File: src/rtl/ro_puf_reader_if.sv
// Response hand-off between the RO-PUF reader (master) and the root-of-trust key logic (slave).
// valid/ready: the master raises resp_valid with response and tie_seen stable and holds all three
// unchanged until a cycle where resp_valid && resp_ready; that cycle is the single transfer.
`timescale 1ns/1ps
interface ro_puf_reader_if #(
  parameter int N_BITS = 16
) ();
  logic [N_BITS-1:0] response;
  logic              resp_valid;
  logic              resp_ready;
  logic              tie_seen;

  modport master (output response, output resp_valid, output tie_seen, input resp_ready);
  modport slave  (input response, input resp_valid, input tie_seen, output resp_ready);
endinterface

File: src/rtl/ro_puf_reader.sv
// RO-PUF sequencer: per bit it enables a ring pair, counts edges over a gate and resolves a >= b.
// Optional macro RO_PUF_MAJORITY_VOTE_EN measures each bit three times and stores the majority.
`timescale 1ns/1ps
module ro_puf_reader #(
  parameter int N_BITS     = 16,
  parameter int SETTLE_CYC = 8,
  parameter int WINDOW_CYC = 256,
  parameter int CNT_W      = 12
) (
  input  logic                  clk,
  input  logic                  rst,
  input  logic                  start,
  input  logic [1:0]            challenge_base,
  input  logic                  osc_a,
  input  logic                  osc_b,
  output logic                  puf_enable,
  output logic [1:0]            control_input,
  output logic                  busy,
  output logic [2:0]            state_dbg,
  ro_puf_reader_if.master       resp
);

  typedef enum logic [2:0] {
    S_IDLE    = 3'd0,
    S_SETTLE  = 3'd1,
    S_MEASURE = 3'd2,
    S_COMPARE = 3'd3,
    S_DONE    = 3'd4
  } state_t;

  localparam int TMAX  = (SETTLE_CYC > WINDOW_CYC) ? SETTLE_CYC : WINDOW_CYC;
  localparam int TW    = $clog2(TMAX + 1);
  localparam int IW_IX = $clog2(N_BITS);
  localparam int IW    = (IW_IX > 2) ? IW_IX : 2;
  localparam logic [CNT_W-1:0] CNT_MAX = '1;

  state_t             state, state_nxt;
  logic [TW-1:0]      timer;
  logic [IW-1:0]      idx;
  logic [1:0]         base;
  logic [1:0]         sync_a, sync_b;
  logic               hist_a, hist_b;
  logic [CNT_W-1:0]   cnt_a, cnt_b;
  logic [N_BITS-1:0]  response_q;
  logic               tie_q;
  logic               valid;
  logic               last_pass;
  logic               last_cmp;
  logic               edge_a, edge_b;
  logic               bit_ge, bit_tie;

  assign edge_a   = sync_a[1] & ~hist_a;
  assign edge_b   = sync_b[1] & ~hist_b;
  assign bit_ge   = (cnt_a >= cnt_b);
  assign bit_tie  = (cnt_a == cnt_b);
  assign last_cmp = last_pass && (idx == IW'(N_BITS - 1));

  assign busy           = (state != S_IDLE);
  assign state_dbg      = state;
  assign control_input  = puf_enable ? (base + idx[1:0]) : 2'd0;
  assign resp.response   = response_q;
  assign resp.tie_seen   = tie_q;
  assign resp.resp_valid = valid;

  always_ff @(posedge clk) begin
    if (rst) state <= S_IDLE;
    else     state <= state_nxt;
  end

  always_comb begin
    state_nxt  = state;
    puf_enable = 1'b0;
    valid      = 1'b0;
    case (state)
      S_IDLE:    if (start) state_nxt = S_SETTLE;
      S_SETTLE: begin
        puf_enable = 1'b1;
        if (timer == TW'(SETTLE_CYC - 1)) state_nxt = S_MEASURE;
      end
      S_MEASURE: begin
        puf_enable = 1'b1;
        if (timer == TW'(WINDOW_CYC - 1)) state_nxt = S_COMPARE;
      end
      // Rings are disabled for this one cycle so every measurement starts from a fresh oscillation.
      S_COMPARE: state_nxt = last_cmp ? S_DONE : S_SETTLE;
      S_DONE: begin
        valid = 1'b1;
        if (resp.resp_ready) state_nxt = S_IDLE;
      end
      default:   state_nxt = S_IDLE;
    endcase
  end

  always_ff @(posedge clk) begin
    if (rst) begin
      sync_a     <= '0;
      sync_b     <= '0;
      hist_a     <= 1'b0;
      hist_b     <= 1'b0;
      cnt_a      <= '0;
      cnt_b      <= '0;
      timer      <= '0;
      idx        <= '0;
      base       <= '0;
      response_q <= '0;
      tie_q      <= 1'b0;
    end else begin
      sync_a <= {sync_a[0], osc_a};
      sync_b <= {sync_b[0], osc_b};
      hist_a <= sync_a[1];
      hist_b <= sync_b[1];
      if ((state == S_SETTLE || state == S_MEASURE) && state_nxt == state) timer <= timer + 1'b1;
      else                                                                  timer <= '0;
      case (state)
        S_IDLE: if (start) begin
          base       <= challenge_base;
          response_q <= '0;
          tie_q      <= 1'b0;
          idx        <= '0;
        end
        S_MEASURE: begin
          if (edge_a && cnt_a != CNT_MAX) cnt_a <= cnt_a + 1'b1;
          if (edge_b && cnt_b != CNT_MAX) cnt_b <= cnt_b + 1'b1;
        end
        S_COMPARE: begin
          cnt_a <= '0;
          cnt_b <= '0;
          tie_q <= tie_q | bit_tie;
          if (last_pass) begin
            response_q[idx[IW_IX-1:0]] <= stored_bit(bit_ge);
            idx                        <= idx + 1'b1;
          end
        end
        default: ;
      endcase
    end
  end

`ifdef RO_PUF_MAJORITY_VOTE_EN
  logic [1:0] pass_q;
  logic [1:0] votes_q;

  assign last_pass = (pass_q == 2'd2);

  function automatic logic stored_bit(input logic ge);
    return ((votes_q + {1'b0, ge}) >= 2'd2);
  endfunction

  // votes_q holds how many of the earlier passes of the current bit resolved to 1.
  always_ff @(posedge clk) begin
    if (rst) begin
      pass_q  <= '0;
      votes_q <= '0;
    end else if (state == S_IDLE && start) begin
      pass_q  <= '0;
      votes_q <= '0;
    end else if (state == S_COMPARE) begin
      if (last_pass) begin
        pass_q  <= '0;
        votes_q <= '0;
      end else begin
        pass_q  <= pass_q + 1'b1;
        votes_q <= votes_q + {1'b0, bit_ge};
      end
    end
  end
`else
  assign last_pass = 1'b1;

  function automatic logic stored_bit(input logic ge);
    return ge;
  endfunction
`endif

endmodule

File: src/flat_wrapper.sv
// flat-port wrapper written by rule: the top's interface ports become plain ports
module ro_puf_reader_flat 
#(
  parameter int N_BITS     = 16,
  parameter int SETTLE_CYC = 8,
  parameter int WINDOW_CYC = 256,
  parameter int CNT_W      = 12
)
  (clk, rst, start, challenge_base, osc_a, osc_b, puf_enable, control_input, busy, state_dbg, resp_response, resp_resp_valid, resp_tie_seen, resp_resp_ready);
  ro_puf_reader_if #(.N_BITS(N_BITS)) resp_i ();
  input  logic clk;
  input  logic rst;
  input  logic start;
  input  logic [1:0] challenge_base;
  input  logic osc_a;
  input  logic osc_b;
  output logic puf_enable;
  output logic [1:0] control_input;
  output logic busy;
  output logic [2:0] state_dbg;
  output wire logic [$bits(resp_i.response)-1:0] resp_response;
  output wire logic [$bits(resp_i.resp_valid)-1:0] resp_resp_valid;
  output wire logic [$bits(resp_i.tie_seen)-1:0] resp_tie_seen;
  input wire logic [$bits(resp_i.resp_ready)-1:0] resp_resp_ready;
  assign resp_response = resp_i.response;
  assign resp_resp_valid = resp_i.resp_valid;
  assign resp_tie_seen = resp_i.tie_seen;
  assign resp_i.resp_ready = resp_resp_ready;
  ro_puf_reader #(.N_BITS(N_BITS), .SETTLE_CYC(SETTLE_CYC), .WINDOW_CYC(WINDOW_CYC), .CNT_W(CNT_W)) u_core (.clk(clk), .rst(rst), .start(start), .challenge_base(challenge_base), .osc_a(osc_a), .osc_b(osc_b), .puf_enable(puf_enable), .control_input(control_input), .busy(busy), .state_dbg(state_dbg), .resp(resp_i));
endmodule
File: config.mk
export PLATFORM = sky130hd
export DESIGN_NAME = ro_puf_reader_flat
export DESIGN_NICKNAME = d
export VERILOG_FILES = /design/src/rtl/ro_puf_reader_if.sv /design/src/rtl/ro_puf_reader.sv /design/src/flat_wrapper.sv
export SDC_FILE = /design/constraint.sdc
export NUM_CORES = 1
export LEC_CHECK = 0
export BUFFER_PORTS_ARGS = -buffer_cell sky130_fd_sc_hd__buf_2
export CAP_MARGIN = 20
export CORE_ASPECT_RATIO = 0.8
export CORE_MARGIN = 2
export CORE_UTILIZATION = 63
export CTS_CLUSTER_DIAMETER = 60
export DETAILED_ROUTE_END_ITERATION = 7
export PLACE_DENSITY_LB_ADDON = 0.3
export SLEW_MARGIN = 25
export SYNTH_ARGS = -nofsm -noshare
export SYNTH_HDL_FRONTEND = slang
export SYNTH_SLANG_ARGS = --single-unit
export TNS_END_PERCENT = 1
File: constraint.sdc
create_clock -name clk -period 5.1 [get_ports clk]
set_input_delay 1.02 -clock clk [delete_from_list [all_inputs] [get_ports clk]]
set_output_delay 1.02 -clock clk [all_outputs]
set_load 0.02 [all_outputs]
* After elaboration in Yosys (flattened, before gate mapping)
Cells that the tools add are included.
** Cells by class
- Add/subtract/negate cells :: 5
- Order comparisons :: 3
- Equal/unequal tests :: 14
- Muxes and demuxes :: 22
- Bitwise gates (word level) :: 6
- Reduce and logical (&&, ||, !) cells :: 15
** Operators by type and width (number)
- case mux 12 bit (2 select lines) :: 2
- case mux 16 bit (2 select lines) :: 1
- adder 12 x 1 -> 12 bit (second input constant) :: 2
- two-way mux 12 bit :: 2
- != test 12 bit (second input constant) :: 2
- bitwise mux 16 bit :: 1
- two-way mux 16 bit :: 1
- two-way mux 3 bit :: 5
- case mux 3 bit (5 select lines) :: 1
- == test 12 bit :: 1
- >= comparator 12 bit :: 1
- adder 9 x 1 -> 9 bit (second input constant) :: 1
- == test 9 x 3 -> 1 bit (second input constant) :: 1
- == test 9 x 8 -> 1 bit (second input constant) :: 1
- case mux 4 bit (2 select lines) :: 1
- AND reduction 2 bit :: 4
- == test 3 x 2 -> 1 bit (second input constant) :: 2
- != test 2 bit (second input constant) :: 3
- < comparator 4 x 5 -> 1 bit (second input constant) :: 1
- adder 4 x 1 -> 4 bit (second input constant) :: 1
- demux 1 bit (select 4 bit) :: 1
- == test 4 bit (second input constant) :: 1
- >= comparator 4 x 1 -> 1 bit (second input constant) :: 1
- logical AND 1 bit :: 4
- 16 further kinds :: 24
** Storage, ports and cells
- Bits in registers :: 65
- Input bits :: 8
- Output and inout bits :: 25
- Word-level logic and storage cells :: 77

* Longest topological paths before layout
- Depth after elaboration :: 7
- Mapped depth :: 8
- Gate-level depth less buffers :: 7

* Worst setup path after synthesis
No wires, ideal clock.
- Kind :: flip-flop to output port
- Start :: reg u_core.state[0] (netlist: u_core.state_dbg[0])
- End :: out control_input[1]
- Data arrival time :: 1448 ps
- Data required time :: 4080 ps
- Slack :: 2632 ps
- Cell stages (with the launch flop) :: 4
- Path buffers :: 0
- Cell sequence :: dfxtp_1 -> nand2b_1 -> a21oi_1 -> and2_1
** On the way
- Word-level cells in the longest chain between the ends :: 4
- Elaborated cells between the ends (all ways) :: 5
- Those cells by class :: 2 x eq/ne; 2 x mux; 1 x reduce/logical
** RTL lines
- start, declared :: RTL line ro_puf_reader.sv:37 : state_t state, state_nxt;
- start signal, assigned :: RTL line ro_puf_reader.sv:67 : else state <= state_nxt;
- == test 3 x 2 -> 1 bit / == test 3 x 1 -> 1 bit (equally long branches) :: RTL line ro_puf_reader.sv:74 : case (state)
- OR reduction 2 bit (no line) *
- two-way mux 1 bit * :: RTL line ro_puf_reader.sv:74
- via puf_enable :: RTL line flat_wrapper.sv:17 : output logic puf_enable;
- two-way mux 2 bit * :: RTL line ro_puf_reader.sv:60 : assign control_input = puf_enable ? (base + idx[1:0]) : 2'd0;
- end, declared :: RTL line flat_wrapper.sv:18 : output logic [1:0] control_input;
Mark *: on every way through the listed nets, which the timed path passes. The rest lies on a longest branch.

* Worst setup path after layout
- Start :: reg u_core.state[0] (netlist: u_core.state_dbg[0])
- End :: out control_input[0]
** On the way
- Word-level cells in the longest chain between the ends :: 4
- Elaborated cells between the ends (all ways) :: 5
- Those cells by class :: 2 x eq/ne; 2 x mux; 1 x reduce/logical
** RTL lines (RTL line)
- == test 3 x 2 -> 1 bit / == test 3 x 1 -> 1 bit (equally long branches) :: ro_puf_reader.sv:74
- OR reduction 2 bit (no line) *
- two-way mux 1 bit * :: ro_puf_reader.sv:74
- two-way mux 2 bit * :: ro_puf_reader.sv:60
Every way passes the cells marked *; elsewhere a longest branch is shown, timed or not.

==> flow_summary_export.csv <==
group,metric,value,unit
run_status,status,"finished, final reports clean",
synthesis,synth_top_area_frac,0.392,
cts,clkTransAtPathRegs,60,ps
critical_path,cp-start-kind,"register",
sta,period_share,0.518,
cells_and_area,most-common-layout-cells,"dfxtp_1 (65), nor2_1 (47), buf_2 (32), a21oi_1 (28), nand2_1 (26)",
critical_path,crit_required,4080,ps
synthesis,postSynthAreaPerCell,8.66,sq um
floorplanning,ioPinCount,33,
critical_path,critical_path.max_stage_delay,530,ps
cells_and_area,final_cells,476,
cts,clockBufferDepth,2,
synthesis,netlist_instances,383,
critical_path,critical_path.max_fanout,9,
global_routing,gr-total-overflow,0,
global_routing,grtUsageTotal,0.254,
floorplanning,fp.dieW,85.1,um
detailed_routing,via_count,2793,
floorplanning,core_area,0.00504,sq mm
detailed_routing,ant_nets,0,
sta,fin_tns_setup,0,ps
cells_and_area,final_nets,441,
synthesis,synth_area_leaders,"dfxtp_1 (39%), ha_1 (7.9%), xnor2_1 (6.1%)",
cells_and_area,area_growth,9.77,%
detailed_routing,postRouteWirelength,6.87,mm
cells_and_area,drive_above_1_share,0.157,
synthesis,seq_area_frac_synth,0.392,
power,power.total,0.907,mW
cts,clk_latency,340,ps
synthesis,ys_ff_latch,65,
global_routing,grt_first_pass_wirelength,11.6,mm
critical_path,reg2reg_slack,2850,ps
sta,rsz0062_at_grt,"false",
placement,place.gp.congestion,0.902,
cts,cts_buffers,9,
power,ir_drop,0.000203,V
critical_path,cp_slowest_cell,"dfxtp_1",
sta,worst_pin_slew,967,ps
sta,setup_viol,0,
sta,hold_viol_final,0,
sta,fmax,0.379,GHz
detailed_routing,wl_per_cell,14.4,um
flow_run,maxCapViolCount,0,
detailed_routing,route.detailed.drc,0,
placement,dp.cells,463,
cts,cts-root-buf,"clkbuf_8",
critical_path,path_class,"register to output port",
power,p_per_area,249,mW/mm^2
detailed_routing,drtIter0Drc,128,
sta,min_period,2640,ps
detailed_routing,drt_pre_antenna_iters,4,
power,leakagePower,1.33,nW
floorplanning,die_y,68.9,um
floorplanning,dieArea,0.00586,sq mm
synthesis,ys_types,48,
sta,drv_slew,0,
hold_path,hold_class,"register to register",
synthesis,synth_edf_count,0,
sta,skew,6.27,ps
synthesis,synth_flop_cell,"dfxtp_1",
global_routing,grt_max_degree,35,
cells_and_area,antenna_cells,0,
floorplanning,rows,23,
synthesis,netlist_area,0.00332,sq mm
cts,cts.sinks,65,
cts,cts_tree,"yes",
placement,io_buffers,32,
synthesis,ys.warnings.count,0,
placement,dp_hpwl,4.88,mm
critical_path,critPathArrivalTime,1620,ps
global_routing,antenna_found_initial,0,
cells_and_area,mostFrequentLayoutCell,"dfxtp_1",
synthesis,syn_nets,412,
critical_path,critical_path.endpoint_type,"output port",
global_routing,grt_pass1_vias,2532,
synthesis,async_reset_ff_frac,0,
cts,cts_resized,0,
cts,cts.htree.levels,3,
sta,slew_headroom,0.355,
detailed_routing,viasPerCell,5.87,
cts,post-cts-setup-buffer-count,0,
cts,hold_buffers,0,
synthesis,yosysTopAreaCell,"dfxtp_1",
critical_path,path_cells,"nand2b_1, a21oi_1, and2_1, buf_2",
floorplanning,start_util,0.658,
## worst paths after layout
path,start,endpoint,cells past startpoint
min reg2reg,u_core.sync_a[0],u_core.sync_a[1],1
max reg2reg,u_core.cnt_b[6],u_core.resp.response[5],7
max,u_core.state_dbg[0],control_input[0],4
min,u_core.sync_a[0],u_core.sync_a[1],1
## registers in the layout, indices dropped and copies added, names as in the netlist
name                  cells
u_core.sync_a             2
u_core.idx                4
u_core.base               2
u_core.hist_b             1
u_core.hist_a             1
u_core.sync_b             2
u_core.resp.response     16
u_core.timer              9
u_core.state_dbg          3
u_core.cnt_b             12
u_core.cnt_a             12
u_core.resp.tie_seen      1
## synth_stat cells, types with 2 or more instances
| master | instances |
|---|---|
| a211oi_1 | 14 |
| a211oi_2 | 4 |
| a21oi_1 | 28 |
| and2_1 | 4 |
| and3_1 | 5 |
| buf_2 | 3 |
| clkbuf_1 | 10 |
| dfxtp_1 | 65 |
| ha_1 | 21 |
| inv_1 | 19 |
| nand2_1 | 26 |
| nand2b_1 | 7 |
| nand3_1 | 21 |
| nand4_1 | 13 |
| nor2_1 | 47 |
| nor2b_1 | 7 |
| nor3_1 | 14 |
| nor3_2 | 2 |
| nor4_1 | 6 |
| nor4_2 | 2 |
| o21ai_0 | 6 |
| or2_2 | 4 |
| or3_1 | 4 |
| xnor2_1 | 23 |
| xor2_1 | 5 |
## kinds of logic after synthesis
family	after synthesis	synth area share
AND/OR/NAND/NOR	176	0.295
buffers and inverters	34	0.0430
flip-flops	65	0.392
adder cells (fa/ha/maj)	21	0.0792
XOR/XNOR	28	0.0740
AO/OA/AOI/OAI	59	0.116
## final cells by class
type,count,area (sq um)
multi-input combinational,284,1870
fill,388,1400
sequential,65,1300
timing repair buffer,33,168
clock buffer,12,145
tap,62,77.6
inverter,19,71.3
clock inverter,1,5.00
## metrics by stage
step | util | hold slack [ps] | instance area, sq um | worst slack [ps]
after floorplan | - | 414 | 3320 | 2630
after global placement | 0.693 | 419 | 3490 | 2510
after CTS | 0.723 | 438 | 3640 | 2440
final | 0.723 | 435 | 3640 | 2460
after global routing | 0.723 | 446 | 3640 | 2330
after detailed placement | 0.693 | 429 | 3490 | 2470
## critical path, delay by kind of cell, from the launching register on
kind | cells | cell delay [ps]
buf+inv | 1 | 150
flops | 1 | 530
compound gates | 1 | 270
simple gates | 2 | 320
## per-layer routing
| metal | part of all wire | wire length (um) | GRT usage | vias up |
|---|---|---|---|---|
| met5 | 0 | 0 | 0 | - |
| met4 | 0.022 | 148 | 0.123 | 0 |
| met3 | 0.051 | 348 | 0.0702 | 19 |
| met2 | 0.45 | 3110 | 0.415 | 69 |
| met1 | 0.48 | 3260 | 0.317 | 1302 |
| li1 | - | - | - | 1403 |
## power breakdown
part / leakage (nW) / switching, mW / internal, mW
clock: 0.0782 / 0.178 / 0.181
sequential: 0.525 / 0.00431 / 0.512
combinational: 0.730 / 0.0227 / 0.00933
total: 1.33 / 0.205 / 0.702
No activity file was read; power rests on OpenSTA's default activity.
